===== src/rtl/avg8_seq_ctrl.sv =====
// Sequential 8-operand averager: one shared adder accumulates the operands,
// one shared shifter applies the shift passes, then the result is held on a valid/ready port.
module avg8_seq_ctrl #(
    parameter int unsigned DATAWIDTH  = 16,
    parameter int unsigned ACCWIDTH   = 32,
    parameter int unsigned NUM_OPS    = 8,
    parameter int unsigned NUM_SHIFTS = 3
) (
    input  logic                 clk,
    input  logic                 rst,
    input  logic                 flush,
    input  logic                 in_valid,
    output logic                 in_ready,
    input  logic [DATAWIDTH-1:0] in_data,
    input  logic [7:0]           sa,
    output logic                 out_valid,
    input  logic                 out_ready,
    output logic [DATAWIDTH-1:0] avg,
    output logic                 busy
);

    localparam int unsigned OCW = $clog2(NUM_OPS + 1);
    localparam int unsigned SCW = $clog2(NUM_SHIFTS + 1);
    localparam logic [OCW-1:0] LAST_OP = OCW'(NUM_OPS - 1);
    localparam logic [SCW-1:0] LAST_SH = SCW'(NUM_SHIFTS - 1);

    typedef enum logic [1:0] {
        IDLE,
        ACCUM,
        SHIFT,
        OUT
    } state_e;

    state_e                 state_q;
    logic [ACCWIDTH-1:0]    acc_q;
    logic [OCW-1:0]         op_cnt_q;
    logic [SCW-1:0]         sh_cnt_q;
    logic [7:0]             sa_q;
    logic [DATAWIDTH-1:0]   avg_q;
    logic                   out_valid_q;

    logic                   accept;
    logic [ACCWIDTH-1:0]    in_ext;
    logic [ACCWIDTH-1:0]    acc_sum;
    logic [ACCWIDTH-1:0]    acc_shr;

    assign in_ready  = rst & ((state_q == IDLE) | (state_q == ACCUM));
    assign busy      = (state_q != IDLE);
    assign out_valid = out_valid_q;
    assign avg       = avg_q;

    assign accept  = in_valid & in_ready;
    assign in_ext  = ACCWIDTH'(in_data);
    assign acc_sum = acc_q + in_ext;
    // Shift amounts at or beyond the accumulator width flush it to zero.
    assign acc_shr = (32'(sa_q) >= ACCWIDTH) ? '0 : (acc_q >> sa_q);

    always_ff @(posedge clk or negedge rst) begin
        if (!rst) begin
            state_q     <= IDLE;
            acc_q       <= '0;
            op_cnt_q    <= '0;
            sh_cnt_q    <= '0;
            sa_q        <= '0;
            avg_q       <= '0;
            out_valid_q <= 1'b0;
        end else if (flush) begin
            state_q     <= IDLE;
            acc_q       <= '0;
            op_cnt_q    <= '0;
            sh_cnt_q    <= '0;
            out_valid_q <= 1'b0;
        end else begin
            unique case (state_q)
                IDLE: begin
                    if (accept) begin
                        acc_q    <= in_ext;
                        op_cnt_q <= OCW'(1);
                        state_q  <= ACCUM;
                    end
                end
                ACCUM: begin
                    if (accept) begin
                        acc_q    <= acc_sum;
                        op_cnt_q <= op_cnt_q + OCW'(1);
                        if (op_cnt_q == LAST_OP) begin
                            sa_q     <= sa;
                            sh_cnt_q <= '0;
                            state_q  <= SHIFT;
                        end
                    end
                end
                SHIFT: begin
                    acc_q    <= acc_shr;
                    sh_cnt_q <= sh_cnt_q + SCW'(1);
                    if (sh_cnt_q == LAST_SH) begin
                        avg_q       <= acc_shr[DATAWIDTH-1:0];
                        out_valid_q <= 1'b1;
                        state_q     <= OUT;
                    end
                end
                OUT: begin
                    if (out_ready) begin
                        out_valid_q <= 1'b0;
                        op_cnt_q    <= '0;
                        state_q     <= IDLE;
                    end
                end
                default: state_q <= IDLE;
            endcase
        end
    end

endmodule


===== config.mk =====
export PLATFORM = sky130hd
export DESIGN_NAME = avg8_seq_ctrl
export DESIGN_NICKNAME = d
export VERILOG_FILES = /design/src/rtl/avg8_seq_ctrl.sv
export SDC_FILE = /design/constraint.sdc
export NUM_CORES = 1
export LEC_CHECK = 0
export CAP_MARGIN = 0
export CORE_MARGIN = 5
export CORE_UTILIZATION = 55
export DETAILED_ROUTE_END_ITERATION = 12
export PLACE_DENSITY = 0.84
export SLEW_MARGIN = 20
export SYNTH_ARGS = -nofsm -noshare
export SYNTH_HDL_FRONTEND = slang
export SYNTH_SLANG_ARGS = --single-unit

===== constraint.sdc =====
create_clock -name clk -period 3.45 [get_ports clk]
set_input_delay 0.69 -clock clk [delete_from_list [all_inputs] [get_ports clk]]
set_output_delay 0.69 -clock clk [all_outputs]
set_load 0.01 [all_outputs]

After elaboration in Yosys (flattened, before gate mapping). Cells that the tools add are included. W data, S select, Z words.

$add $sub $neg: 3. Muxes and demuxes: 25. Reductions and logical operators: 13. Eq/ne operators: 10. Magnitude comparators: 1. Bitwise operators: 4. Shift-type cells: 1.

Operators with widths (count): $mux W32 (4); $pmux W32 S3 (1); $add A32 B16 Y32 (1); $shr A32 B8 Y32 (1); $mux W2 (9); $mux W4 (4); $ne A3 B3 Y1 const B (4); $pmux W4 S3 (1); $reduce_and A3 Y1 (4); $ge A8 B6 Y1 const B (1); $pmux W2 S4 (1); $reduce_and A4 Y1 (2); $reduce_bool A4 Y1 (2); $eq A2 B2 Y1 const B (3); $reduce_bool A3 Y1 (2); $reduce_and A5 Y1 (1); $add A4 B1 Y4 const B (1); $eq A4 B3 Y1 const B (1); $pmux W2 S2 (1); $mux W1 (3); $ne A3 B2 Y1 const B (1); $add A2 B1 Y2 const B (1); $and A1 B1 Y1 (2); $eq A2 B1 Y1 const B (1); other kinds (5) (5).

Logic and storage cells: 64. Input bits: 29. Register bits after elaboration: 65.

Depth between registers and ports, before layout.
Word-level depth: 7. Gate-level depth with buffers: 11. Depth with buffers taken out: 10.

Worst setup path after synthesis. No wires, ideal clock.

Path type: input to register. Start point: in in_data[0]. End point: reg acc_q[30]. Arrival time: 2.681 ns. Stages: 9. Slack: 0.643 ns. Required time: 3.324 ns. Library setup time: 0.126 ns. Path through: ha_1 inv_1 fa_1 nand2b_1 a21oi_1 o21ai_0 o21ai_1 nand4_1 a311o_1.

Longest elaborated chain between the ends: 4.

RTL lines: start, declared (RTL line 14) `input logic [DATAWIDTH-1:0] in_data,`; $add A32 B16 Y32 (RTL line 54) `assign acc_sum = acc_q + in_ext;`; $mux W32 (RTL line 83) `if (accept) begin`; $pmux W32 S3 (RTL line 74) `unique case (state_q)`; $mux W32 (RTL line 67) `end else if (flush) begin`; end signal, assigned (RTL line 77) `acc_q <= in_ext;`; end signal, assigned (RTL line 84) `acc_q <= acc_sum;`; end signal, assigned (RTL line 94) `acc_q <= acc_shr;`; end, declared (RTL line 35) `logic [ACCWIDTH-1:0] acc_q;`.

No other way between the ends. The select of a mux whose other input is x is not followed. A chain may end at the register's enable or synchronous reset.

Worst setup path after layout.
Start point: in in_data[0]. End point: reg acc_q[24].

The elaborated chain is that of the path after synthesis.

==> results.cfg <==
[clock_network]
htreeDepth = 3
clk_pin_slew_worst_paths_ns = 0.07
cts_setup_buffers = 0
ctsRootBufferMaster = clkbuf_8
cts.sinks = 65
cts_hold_buffers = 0
clockBufferDepth = 2
cts_buffers = 9
cts_tree = done
clk_latency_ns = 0.37
cts_resized = 0

[placement]
post-dp-hpwl_mm = 15.1
place_inst = 880
place_area_mm2 = 0.00671
io_buffers = 47
routabilityCongestion = 0.994

[job]
maxCapViolCount = 0

[global_route]
grt_pass1_vias = 5892
grt_max_degree = 36
grt_pass1_wl_mm = 31.5
grt-ovfl-total = 0
antenna_found_initial = 0
grt_usage = 0.306

[logic_synthesis]
synth_top_cell_area_share = 0.272
syn_inst = 705
ys_ff_latch = 65
ys_async_sr_fraction = 1.00
syn_area_mm2 = 0.00598
seq_area_frac_synth = 0.272
yosys.area.top_type = dfrtp_1
synthTopCellsByCount = nand2_1, dfrtp_1, nor2_1
synth.most_common_cell = nand2_1
synth_edf_count = 0
synth_area_leaders = dfrtp_1, mux2i_1, mux4_2, nand2_1, ha_1
yosys_warnings = 0
synth_flop_cell = dfrtp_1
syn_area_per_cell_um2 = 8.49
synth_cell_types = 69
syn_nets = 757

[routing]
routed-via-count = 6247
drc = 0
drtPass1Iterations = 6
wl_per_cell_um = 22.0
routed_via_density = 6.97
wirelength_mm = 19.7
dr.first_iter.drc_count = 738
drtAntennaViolNets = 0

[critical_path]
crit_path_end_kind = register
crit_chain = clkdlybuf4s50_1 -> ha_1 -> inv_1 -> fa_1 -> nand2b_1 -> a21oi_1 -> o21ai_0 -> o21ai_1 -> buf_4 -> nand4_1 -> or3_1 -> o311ai_0
worst_setup_path_start_kind = primary input
crit_arrival_ns = 3.45
cp.required_ns = 3.71
critPathSlowestCell = clkdlybuf4s50_1
slowest_delay_ns = 0.50
critPathKind = primary input to register
cp_max_fo = 8

[timing]
rsz0062_at_grt = false
maxSlewViolCount = 0
setup_viol = 0
slew-limit-headroom = 0.478
hold_ws_ns = 0.390
fin_crit_sh = 0.925
period_minus_slack_ns = 3.19
hold_viol = 0
clock.fmax_mhz = 313
worst_pin_slew_ns = 0.779
finalClockSkew_ns = 0.00873

[cells_and_area]
fillers = 955
layout.cells.non_filler = 896
syn_to_final_growth_pct = 15.3
fin_nets = 803
n_antenna_cell = 0
fin_area_mm2 = 0.00690
drive_above_1_share = 0.124

[pwr]
power_uw = 3630
leakagePower_uw = 0.00272
power_density_mw_per_mm2 = 526
ir_drop_mv = 0.321

[status]
status = finished clean

[floorplanning]
dieHeight_um = 114
ios = 48
chipWidth_um = 114
num_rows = 38
dieArea_mm2 = 0.0131
core-area_mm2 = 0.0107
start_util = 0.557

[hold_path]
hold_path.class = primary input to asynchronous set/reset pin
path summary, 6_finish.rpt:
| check | endpoint | slack (ns) | startpoint | cells past startpoint |
|---|---|---|---|---|
| min in group clk | avg[11] | 0.49 | avg[11] | 2 |
| min reg2reg | avg[11] | 0.49 | avg[11] | 2 |
| min | acc_q[4] | 0.39 | rst | 2 |
| max | acc_q[24] | 0.26 | in_data[0] | 12 |
| max in group asynchronous | sa_q[0] | 2.23 | rst | 3 |
| max reg2reg | acc_q[13] | 0.63 | sa_q[1] | 6 |
report_power, final:
part / leakage, µW / switching, µW / total, µW / internal, µW
registers: 0.000881 / 153 / 1010 / 856
logic: 0.00174 / 1190 / 1990 / 794
clock network: 0.0000927 / 314 / 633 / 319
total: 0.00272 / 1660 / 3630 / 1970
through the flow:
step,worst slack (ns),util,setup TNS (ns)
final,0.257,0.642,0
after global routing,0.159,0.642,0
after CTS,0.332,0.642,0
after detailed placement,-0.0231,0.625,-0.0436
after global placement,0.00278,0.625,0
after floorplan,0.643,-,0
cell usage in the layout, fill, tap and decap left out, types with 6 or more instances in the layout:
master and count:
inv_1 16, o21ai_0 45, a211oi_1 8, nor2_1 54, xor2_1 10, o21ai_1 10
o311ai_0 8, or3_1 11, a22oi_1 11, a21o_1 10, nand2_1 77, nand3b_1 6
nor4_1 9, a22o_1 9, clkbuf_8 12, ha_1 22, a31oi_1 10, nand2b_1 8
nor3_1 22, mux2_2 11, buf_4 33, mux2i_1 45, a21oi_1 45, a221oi_1 7
mux4_2 20, and3_1 10, o211ai_1 9, dfrtp_1 63, nand4_1 7, clkdlybuf4s50_1 46
nand3_1 23
final cells by class:
type                    instances  area [µm²]  area share
clock buffers                  14         173      0.0250
clock inverters                 2        12.5     0.00181
inverters                      17        63.8     0.00925
multi-input cells             575        4070       0.590
flip-flops and latches         65        1630       0.236
well taps                     140         175      0.0254
repair buffers                 83         773       0.112
critical path: cells and delay by family:
| family | cells | cell delay (ns) |
|---|---|---|
| adders and majority gates | 2 | 0.57 |
| buffers and inverters | 3 | 0.72 |
| AOI/OAI and AO/OA | 4 | 0.79 |
| and+or+nand+nor | 3 | 0.68 |
cell families (layout without fill, tap and decap cells):
logic type      Yosys count  count (layout)  share of synthesized area
buf+inv                  65             116                     0.0479
mux                      76              76                      0.171
fa+ha+maj                23              23                     0.0493
flops                    65              65                      0.272
compound gates          213             213                      0.236
xor+xnor                 12              12                     0.0176
simple gates            251             251                      0.207
state kept, by name, indices dropped and copies added, names as in the netlist:
| name | count |
|---|---|
| state_q | 2 |
| avg | 16 |
| out_valid | 1 |
| op_cnt_q | 4 |
| sh_cnt_q | 2 |
| acc_q | 32 |
| sa_q | 8 |
per-layer routing:
metal  part of all wire  global-route usage  routed length (µm)
met5                  0                   0                   0
met4              0.030              0.0934                 594
met3               0.11              0.0967                2240
met2               0.45               0.475                8880
met1               0.41               0.412                8010
No activity file was read; power rests on OpenSTA's default activity.
